## src/rtl/vga_pkg.sv

```systemverilog
// Shared VGA constants, control-word layout and pixel-to-RGB expansion.
package vga_pkg;
   localparam int H_ACTIVE_D = 640;
   localparam int H_FP_D     = 16;
   localparam int H_SYNC_D   = 96;
   localparam int H_BP_D     = 48;
   localparam int V_ACTIVE_D = 480;
   localparam int V_FP_D     = 10;
   localparam int V_SYNC_D   = 2;
   localparam int V_BP_D     = 33;
   localparam int MAX_RGB_W  = 24;

   function automatic int total(input int act, input int fp, input int sync, input int bp);
      return act + fp + sync + bp;
   endfunction

   localparam int H_TOTAL_D = total(H_ACTIVE_D, H_FP_D, H_SYNC_D, H_BP_D);
   localparam int V_TOTAL_D = total(V_ACTIVE_D, V_FP_D, V_SYNC_D, V_BP_D);

   // Counter width helper that never collapses to zero bits.
   function automatic int cw(input int n);
      return (n > 1) ? $clog2(n) : 1;
   endfunction

   typedef enum logic {PIX_MONO, PIX_PACKED} pix_mode_e;

   typedef struct packed {
      logic hs;
      logic vs;
      logic win;
      logic fs;
   } ctl_t;

   function automatic logic [MAX_RGB_W-1:0] expand_pix(input pix_mode_e mode,
                                                       input logic [MAX_RGB_W-1:0] data,
                                                       input int rgb_w);
      logic [MAX_RGB_W-1:0] ones;
      ones = ~({MAX_RGB_W{1'b1}} << rgb_w);
      if (mode == PIX_MONO) return data[0] ? ones : '0;
      return data & ones;
   endfunction
endpackage

```

## src/rtl/vga_timing.sv

```systemverilog
// Raster counters plus stage-0 sync, active-video and image-window flags.
module vga_timing import vga_pkg::*; #(
   parameter int   H_ACTIVE = H_ACTIVE_D,
   parameter int   H_FP     = H_FP_D,
   parameter int   H_SYNC   = H_SYNC_D,
   parameter int   H_BP     = H_BP_D,
   parameter int   V_ACTIVE = V_ACTIVE_D,
   parameter int   V_FP     = V_FP_D,
   parameter int   V_SYNC   = V_SYNC_D,
   parameter int   V_BP     = V_BP_D,
   parameter logic SYNC_POL = 1'b0,
   parameter int   H_OFF    = 0,
   parameter int   V_OFF    = 0,
   parameter int   WIN_W    = H_ACTIVE,
   parameter int   WIN_H    = V_ACTIVE
) (
   input  logic clk_25,
   input  logic reset_n,
   output logic hs0,
   output logic vs0,
   output logic de0,
   output logic win0,
   output logic fs0,
   output logic frame_end
);
   localparam int H_TOTAL = total(H_ACTIVE, H_FP, H_SYNC, H_BP);
   localparam int V_TOTAL = total(V_ACTIVE, V_FP, V_SYNC, V_BP);
   localparam int HW      = cw(H_TOTAL);
   localparam int VW      = cw(V_TOTAL);

   logic [HW-1:0] h;
   logic [VW-1:0] v;
   logic          h_last, v_last;

   assign h_last = (h == HW'(H_TOTAL - 1));
   assign v_last = (v == VW'(V_TOTAL - 1));

   always_ff @(posedge clk_25 or negedge reset_n) begin
      if (!reset_n) begin
         h <= '0;
         v <= '0;
      end else if (h_last) begin
         h <= '0;
         v <= v_last ? '0 : v + 1'b1;
      end else begin
         h <= h + 1'b1;
      end
   end

   // Offset-subtract-and-compare: a position left of the window wraps to a
   // large unsigned value, so one comparator covers both edges.
   assign win0 = ((h - HW'(H_OFF)) < HW'(WIN_W)) && ((v - VW'(V_OFF)) < VW'(WIN_H));

   assign hs0 = ((h >= HW'(H_ACTIVE + H_FP)) && (h < HW'(H_ACTIVE + H_FP + H_SYNC))) ? SYNC_POL : ~SYNC_POL;
   assign vs0 = ((v >= VW'(V_ACTIVE + V_FP)) && (v < VW'(V_ACTIVE + V_FP + V_SYNC))) ? SYNC_POL : ~SYNC_POL;
   assign de0 = (h < HW'(H_ACTIVE)) && (v < VW'(V_ACTIVE));
   assign fs0 = (h == '0) && (v == '0);
   assign frame_end = h_last && v_last;
endmodule

```

## src/rtl/vga_scan_engine.sv

```systemverilog
// VGA raster with integer-upscaled, centred framebuffer fetch and latency-aligned outputs.
module vga_scan_engine import vga_pkg::*; #(
   parameter int   H_ACTIVE   = H_ACTIVE_D,
   parameter int   H_FP       = H_FP_D,
   parameter int   H_SYNC     = H_SYNC_D,
   parameter int   H_BP       = H_BP_D,
   parameter int   V_ACTIVE   = V_ACTIVE_D,
   parameter int   V_FP       = V_FP_D,
   parameter int   V_SYNC     = V_SYNC_D,
   parameter int   V_BP       = V_BP_D,
   parameter logic SYNC_POL   = 1'b0,
   parameter int   IMG_W      = 160,
   parameter int   IMG_H      = 120,
   parameter int   SCALE      = 4,
   parameter int   ADDR_WIDTH = 15,
   parameter int   PIX_W      = 1,
   parameter int   COLOR_W    = 1,
   parameter logic [3*COLOR_W-1:0] BORDER = '0
) (
   input  logic                  clk_25,
   input  logic                  reset_n,
   input  logic                  video_en,
   input  logic [PIX_W-1:0]      fb_data,
   output logic [ADDR_WIDTH-1:0] fb_addr,
   output logic [3*COLOR_W-1:0]  rgb,
   output logic                  hs,
   output logic                  vs,
   output logic                  de,
   output logic                  frame_start
);
   localparam int RGB_W  = 3 * COLOR_W;
   localparam int WIN_W  = IMG_W * SCALE;
   localparam int WIN_H  = IMG_H * SCALE;
   localparam int H_OFF  = (H_ACTIVE - WIN_W) / 2;
   localparam int V_OFF  = (V_ACTIVE - WIN_H) / 2;
   localparam int STAGES = 2;
   localparam int SW     = cw(SCALE);
   localparam int CW     = cw(IMG_W);
   localparam pix_mode_e MODE = (PIX_W == 1) ? PIX_MONO : PIX_PACKED;
   localparam logic [ADDR_WIDTH-1:0] ROW_STEP = ADDR_WIDTH'(IMG_W);
   localparam logic [ADDR_WIDTH-1:0] LAST_ROW = ADDR_WIDTH'((IMG_H - 1) * IMG_W);
   localparam ctl_t CTL_RST = '{hs: ~SYNC_POL, vs: ~SYNC_POL, win: 1'b0, fs: 1'b0};

   if (SCALE < 1 || SCALE > 8) begin : g_bad_scale
      $error("SCALE must be within 1..8");
   end
   if (WIN_W > H_ACTIVE || WIN_H > V_ACTIVE) begin : g_bad_window
      $error("scaled image does not fit the active area");
   end
   if (PIX_W != 1 && PIX_W != RGB_W) begin : g_bad_pix
      $error("PIX_W must be 1 or 3*COLOR_W");
   end
   if (RGB_W > MAX_RGB_W) begin : g_bad_color
      $error("COLOR_W too wide");
   end
   if ((64'd1 << ADDR_WIDTH) < 64'(IMG_W * IMG_H)) begin : g_bad_addr
      $error("ADDR_WIDTH too small for the image");
   end

   logic hs0, vs0, de0, win0, fs0, frame_end;

   vga_timing #(
      .H_ACTIVE(H_ACTIVE), .H_FP(H_FP), .H_SYNC(H_SYNC), .H_BP(H_BP),
      .V_ACTIVE(V_ACTIVE), .V_FP(V_FP), .V_SYNC(V_SYNC), .V_BP(V_BP),
      .SYNC_POL(SYNC_POL), .H_OFF(H_OFF), .V_OFF(V_OFF), .WIN_W(WIN_W), .WIN_H(WIN_H)
   ) u_timing (
      .clk_25(clk_25), .reset_n(reset_n),
      .hs0(hs0), .vs0(vs0), .de0(de0), .win0(win0), .fs0(fs0), .frame_end(frame_end)
   );

   // Incremental address walk: state always names the next in-window pixel.
   logic [SW-1:0]         hsub, vsub;
   logic [CW-1:0]         col;
   logic [ADDR_WIDTH-1:0] row_base, addr_hold;

   assign fb_addr = win0 ? (row_base + ADDR_WIDTH'(col)) : addr_hold;

   always_ff @(posedge clk_25 or negedge reset_n) begin
      if (!reset_n) begin
         hsub      <= '0;
         vsub      <= '0;
         col       <= '0;
         row_base  <= '0;
         addr_hold <= '0;
      end else begin
         addr_hold <= fb_addr;
         if (frame_end) begin
            hsub     <= '0;
            vsub     <= '0;
            col      <= '0;
            row_base <= '0;
         end else if (win0) begin
            if (hsub == SW'(SCALE - 1)) begin
               hsub <= '0;
               if (col == CW'(IMG_W - 1)) begin
                  col <= '0;
                  if (vsub == SW'(SCALE - 1)) begin
                     vsub     <= '0;
                     row_base <= (row_base == LAST_ROW) ? '0 : row_base + ROW_STEP;
                  end else begin
                     vsub <= vsub + 1'b1;
                  end
               end else begin
                  col <= col + 1'b1;
               end
            end else begin
               hsub <= hsub + 1'b1;
            end
         end
      end
   end

   // The frame-start pixel itself already honours the freshly sampled enable.
   logic en_frame, img_en;

   always_ff @(posedge clk_25 or negedge reset_n) begin
      if (!reset_n)  en_frame <= 1'b0;
      else if (fs0)  en_frame <= video_en;
   end

   assign img_en = fs0 ? video_en : en_frame;

   ctl_t                  ctl0;
   ctl_t [STAGES:1]       ctl_pipe;
   logic [STAGES:1]       vld_pipe;
   logic [RGB_W-1:0]      pix_rgb;

   assign ctl0    = '{hs: hs0, vs: vs0, win: win0 & img_en, fs: fs0};
   assign pix_rgb = RGB_W'(expand_pix(MODE, MAX_RGB_W'(fb_data), RGB_W));

   always_ff @(posedge clk_25 or negedge reset_n) begin
      if (!reset_n) begin
         vld_pipe <= '0;
         ctl_pipe <= {STAGES{CTL_RST}};
         rgb      <= '0;
      end else begin
         vld_pipe <= {vld_pipe[STAGES-1:1], de0};
         ctl_pipe <= {ctl_pipe[STAGES-1:1], ctl0};
         if (!vld_pipe[1])         rgb <= '0;
         else if (ctl_pipe[1].win) rgb <= pix_rgb;
         else                      rgb <= BORDER;
      end
   end

   assign hs          = ctl_pipe[STAGES].hs;
   assign vs          = ctl_pipe[STAGES].vs;
   assign frame_start = ctl_pipe[STAGES].fs;
   assign de          = vld_pipe[STAGES];
endmodule

```

## config.mk

```make
export PLATFORM = sky130hd
export DESIGN_NAME = vga_scan_engine
export DESIGN_NICKNAME = d
export VERILOG_FILES = /design/src/rtl/vga_pkg.sv /design/src/rtl/vga_timing.sv /design/src/rtl/vga_scan_engine.sv
export SDC_FILE = /design/constraint.sdc
export NUM_CORES = 1
export LEC_CHECK = 0
export ABC_AREA = 1
export CAP_MARGIN = 20
export CORE_ASPECT_RATIO = 1.1
export CORE_UTILIZATION = 40
export DETAILED_ROUTE_END_ITERATION = 8
export HOLD_SLACK_MARGIN = 0.08
export SLEW_MARGIN = 20
export SYNTH_ARGS = -nofsm -noshare
export SYNTH_HDL_FRONTEND = slang
export SYNTH_HIERARCHICAL = 1
export SYNTH_SLANG_ARGS = --single-unit
```

## constraint.sdc

```tcl
create_clock -name clk_25 -period 2.6 [get_ports clk_25]
set_input_delay 0.52 -clock clk_25 [delete_from_list [all_inputs] [get_ports clk_25]]
set_output_delay 0.52 -clock clk_25 [all_outputs]
set_load 0.05 [all_outputs]
```

==> reports/qor.yml <==
synthCells: 475
p_sw_uw: 477
grt_overflow: 0
vias_per_cell: 5.00
vias: 3151
design_area_mm2: 0.00449
finalNonFillerCells: 630
slew_violations: 0
p_int_mw: 1.52
htreeDepth: 3
r2r-start: "u_timing/v[1]"
outcome: "complete, no violations"
synth-seq-cells: 68
antenna_found_initial: 0
syn_area_mm2: 0.00375
syn2layout_area_growth_pct: 19.9
clk_latency_ns: 0.37
crit_start: "col[6]"
clock_sinks: 68
final_core_util: 0.501
slowest_delay_ns: 0.41
required_ns: 2.08
rsz0062_at_grt: "true"
routabilityCongestion: 0.844
finalWirelength_um: 8000
dp.final_hpwl_um: 5670
synthDistinctLibCells: 38
p_sw_frac: 0.239
crit_fanout: 7
core_area_mm2: 0.00896
p_comb_frac: 0.024
drive_gt1_frac: 0.184
clkPwrFrac: 0.443
yosysTopAreaCell: "dfrtp_1"
cp_common_cell: "nor2_4"
cts_made_buffers: 9
grt_pass1_wl_um: 13500
die_x_um: 94.3
numPortBuffers: 25
critPathSlowestCell: "dfrtp_1"
cts.clk_slew.worst_paths_ns: 0.07
slew_headroom: 0.533
critPathKind: "flop to primary output"
critPathCaptureType: "primary output"
fin_nets: 527
start_util: 0.418
startpoint_type: "flop"
hold_ws_ns: 0.193
cp.arrival_ns: 2.02
hold_path.class: "input port to async pin"
path_delay_family: "simple AND/OR/NAND/NOR gates"
postRouteAntennaNets: 0
drv_cap: 0
ys.warnings.count: 6
placed_cells: 607
final-hold-violation-count: 0
path_cells: "ha_4 > nand2_1 > nor2_4 > nor2_4 > nand2_4 > xor2_1 > o21ai_2 > buf_12"
synth_top_area_frac: 0.428
peakVddDrop_v: 0.000265
die-area_mm2: 0.00976
fp.dieH_um: 103
critPathBufInv: 1
syn-num-nets: 491
drt_pass1_iterations: 4
pin_count: 26
synth_area_per_cell_um2: 7.89
tns_ns: 0
fin_crit_sh: 0.977
drcViolationCount: 0
row_count: 36
min_period_ns: 2.54
yosys-top-cells-area: "dfrtp_1, nand2_1, inv_1"
p_leak_nw: 2.22
grt_usage: 0.181
finClkSkew_ns: 0.00848
place_area_mm2: 0.00415
first_global_vias: 2970
worst_pin_slew_ns: 0.700
max_freq_ghz: 0.394
pwr_density_cell_mw_per_mm2: 444
clock_path_buffers: 2
grt_max_degree: 40
pwr-share-seq: 0.533
drt_iter0_markers: 103
n_antenna_cell: 0
post_drt_wl_per_cell_um: 12.7
ys_seq_area_frac: 0.456
cts-root-buf: "clkbuf_8"
cts_tree: "yes"
setup_viol: 0
## power by group through the flow
stage	Sequential, mW	Combinational (mW)	Clock (mW)
2_1_floorplan	1.08	0.0140	0
3_3_place_gp	1.08	0.0500	0
3_5_place_dp	1.08	0.0508	0
4_1_cts	1.06	0.0511	0.896
5_1_grt	1.06	0.0552	0.948
6_report	1.06	0.0485	0.883
## cell usage after synthesis
library cell and number:
a31oi_1 1, clkbuf_2 1, conb_1 1, xor2_1 11
o21ai_2 2, dfrtp_1 64, nand3_2 2, clkbuf_1 4
o21ai_0 18, buf_2 3, dfstp_2 4, o21ai_1 4
buf_4 3, nor2_2 3, o21bai_1 1, ha_1 12
nand3_4 2, buf_6 2, inv_2 3, inv_1 59
nor2_1 52, nor3_1 9, nand4_1 10, nand3_1 41
nor2_4 4, a21oi_1 14, xnor2_1 3, nand3b_1 4
nand2_2 6, o21a_1 1, and3_1 2, o21ai_4 1
nand2_1 123, nor4_1 1, or2_2 1, nor2_8 1
a211oi_1 1, inv_4 1
## repair_timing
item                       CTS  global route
hold buffers                 0             0
buffers inserted             0             7
pin swaps                    0             5
gates resized for setup      7            22
setup endpoints to repair    6             9
## cells by family after synthesis
group,Yosys count,synth area share
adders and majority gates,12,0.0401
DFF,68,0.456
other,1,0.00100
AOI/OAI and AO/OA,43,0.0648
and+or+nand+nor,261,0.321
xor gates and xnor gates,14,0.0327
buffers and inverters,76,0.0852
## layout make-up
class / instances / area (µm²)
repair buffers: 38 / 395
well taps: 114 / 143
flip-flops and latches: 68 / 1710
fillers: 874 / 4470
multi-input cells: 331 / 1810
clock buffers: 10 / 128
clock inverters: 6 / 65.1
inverters: 63 / 239
## worst register-to-register path: stages, from the launching register on
cell	delay, ns
dfrtp_1	0.41
inv_1	0.12
ha_1	0.16
inv_1	0.06
nor2_1	0.09
nand3_1	0.07
nor2_1	0.09
nand2_1	0.08
inv_1	0.08
inv_2	0.15
nand2_2	0.23
inv_1	0.10
nor2_1	0.17
nand3_1	0.11
o21ai_0	0.18
a21oi_1	0.05
## layer usage
metal / share of wire / GRT usage / vias to the layer above
met5: 0 / 0 / -
met4: 0.021 / 0.0888 / 0
met3: 0.036 / 0.0409 / 16
met2: 0.46 / 0.292 / 65
met1: 0.48 / 0.229 / 1490
li1: - / - / 1580
## flip-flops by register name, indices dropped and copies added, names as in the netlist
signal / count
addr_hold: 15
row_base: 10
u_timing/h: 10
u_timing/v: 10
col: 8
ctl_pipe: 4
hsub: 2
vld_pipe: 2
vsub: 2
en_frame: 1
frame_start: 1
hs: 1
rgb: 1
vs: 1
## cells in the final DEF, fill, tap and decap left out, types with 3 or more instances in the layout
master	netlist	final
xnor2_1	3	3
dfstp_2	4	4
o21ai_0	18	12
buf_4	3	18
clkbuf_8	0	9
nand3b_1	4	4
inv_1	59	57
nand2_2	6	8
nand3_1	41	41
buf_6	2	4
nor2_2	3	5
nor3_1	9	9
clkdlybuf4s50_1	0	9
nor2_1	52	48
inv_2	3	5
xor2_1	11	11
o21ai_1	4	7
nand4_1	10	10
o21ai_2	2	5
dfrtp_1	64	59
buf_12	0	6
nor2_4	4	6
dfrtp_2	0	5
a21oi_1	14	13
ha_1	12	10
nand2_1	123	120
## stage by stage
stage	power, mW	setup slack (ns)
after floorplan	1.10	0.0211
after global placement	1.13	0.228
after detailed placement	1.13	0.162
after CTS	2.01	-0.00727
after global routing	2.06	-0.0398
final	1.99	0.0592
## path summary, 6_finish.rpt
kind                                       to  slack, ns  cells past startpoint
max in group asynchronous         row_base[5]       1.74                      2
worst min-delay path            u_timing/v[2]       0.19                      1
worst min register to register             hs       0.36                      0
min in group clk_25                        hs       0.36                      0
worst max register to register         col[5]       0.34                     15
worst max-delay path               fb_addr[8]       0.06                      8
Power figures use the tool's default switching activity.
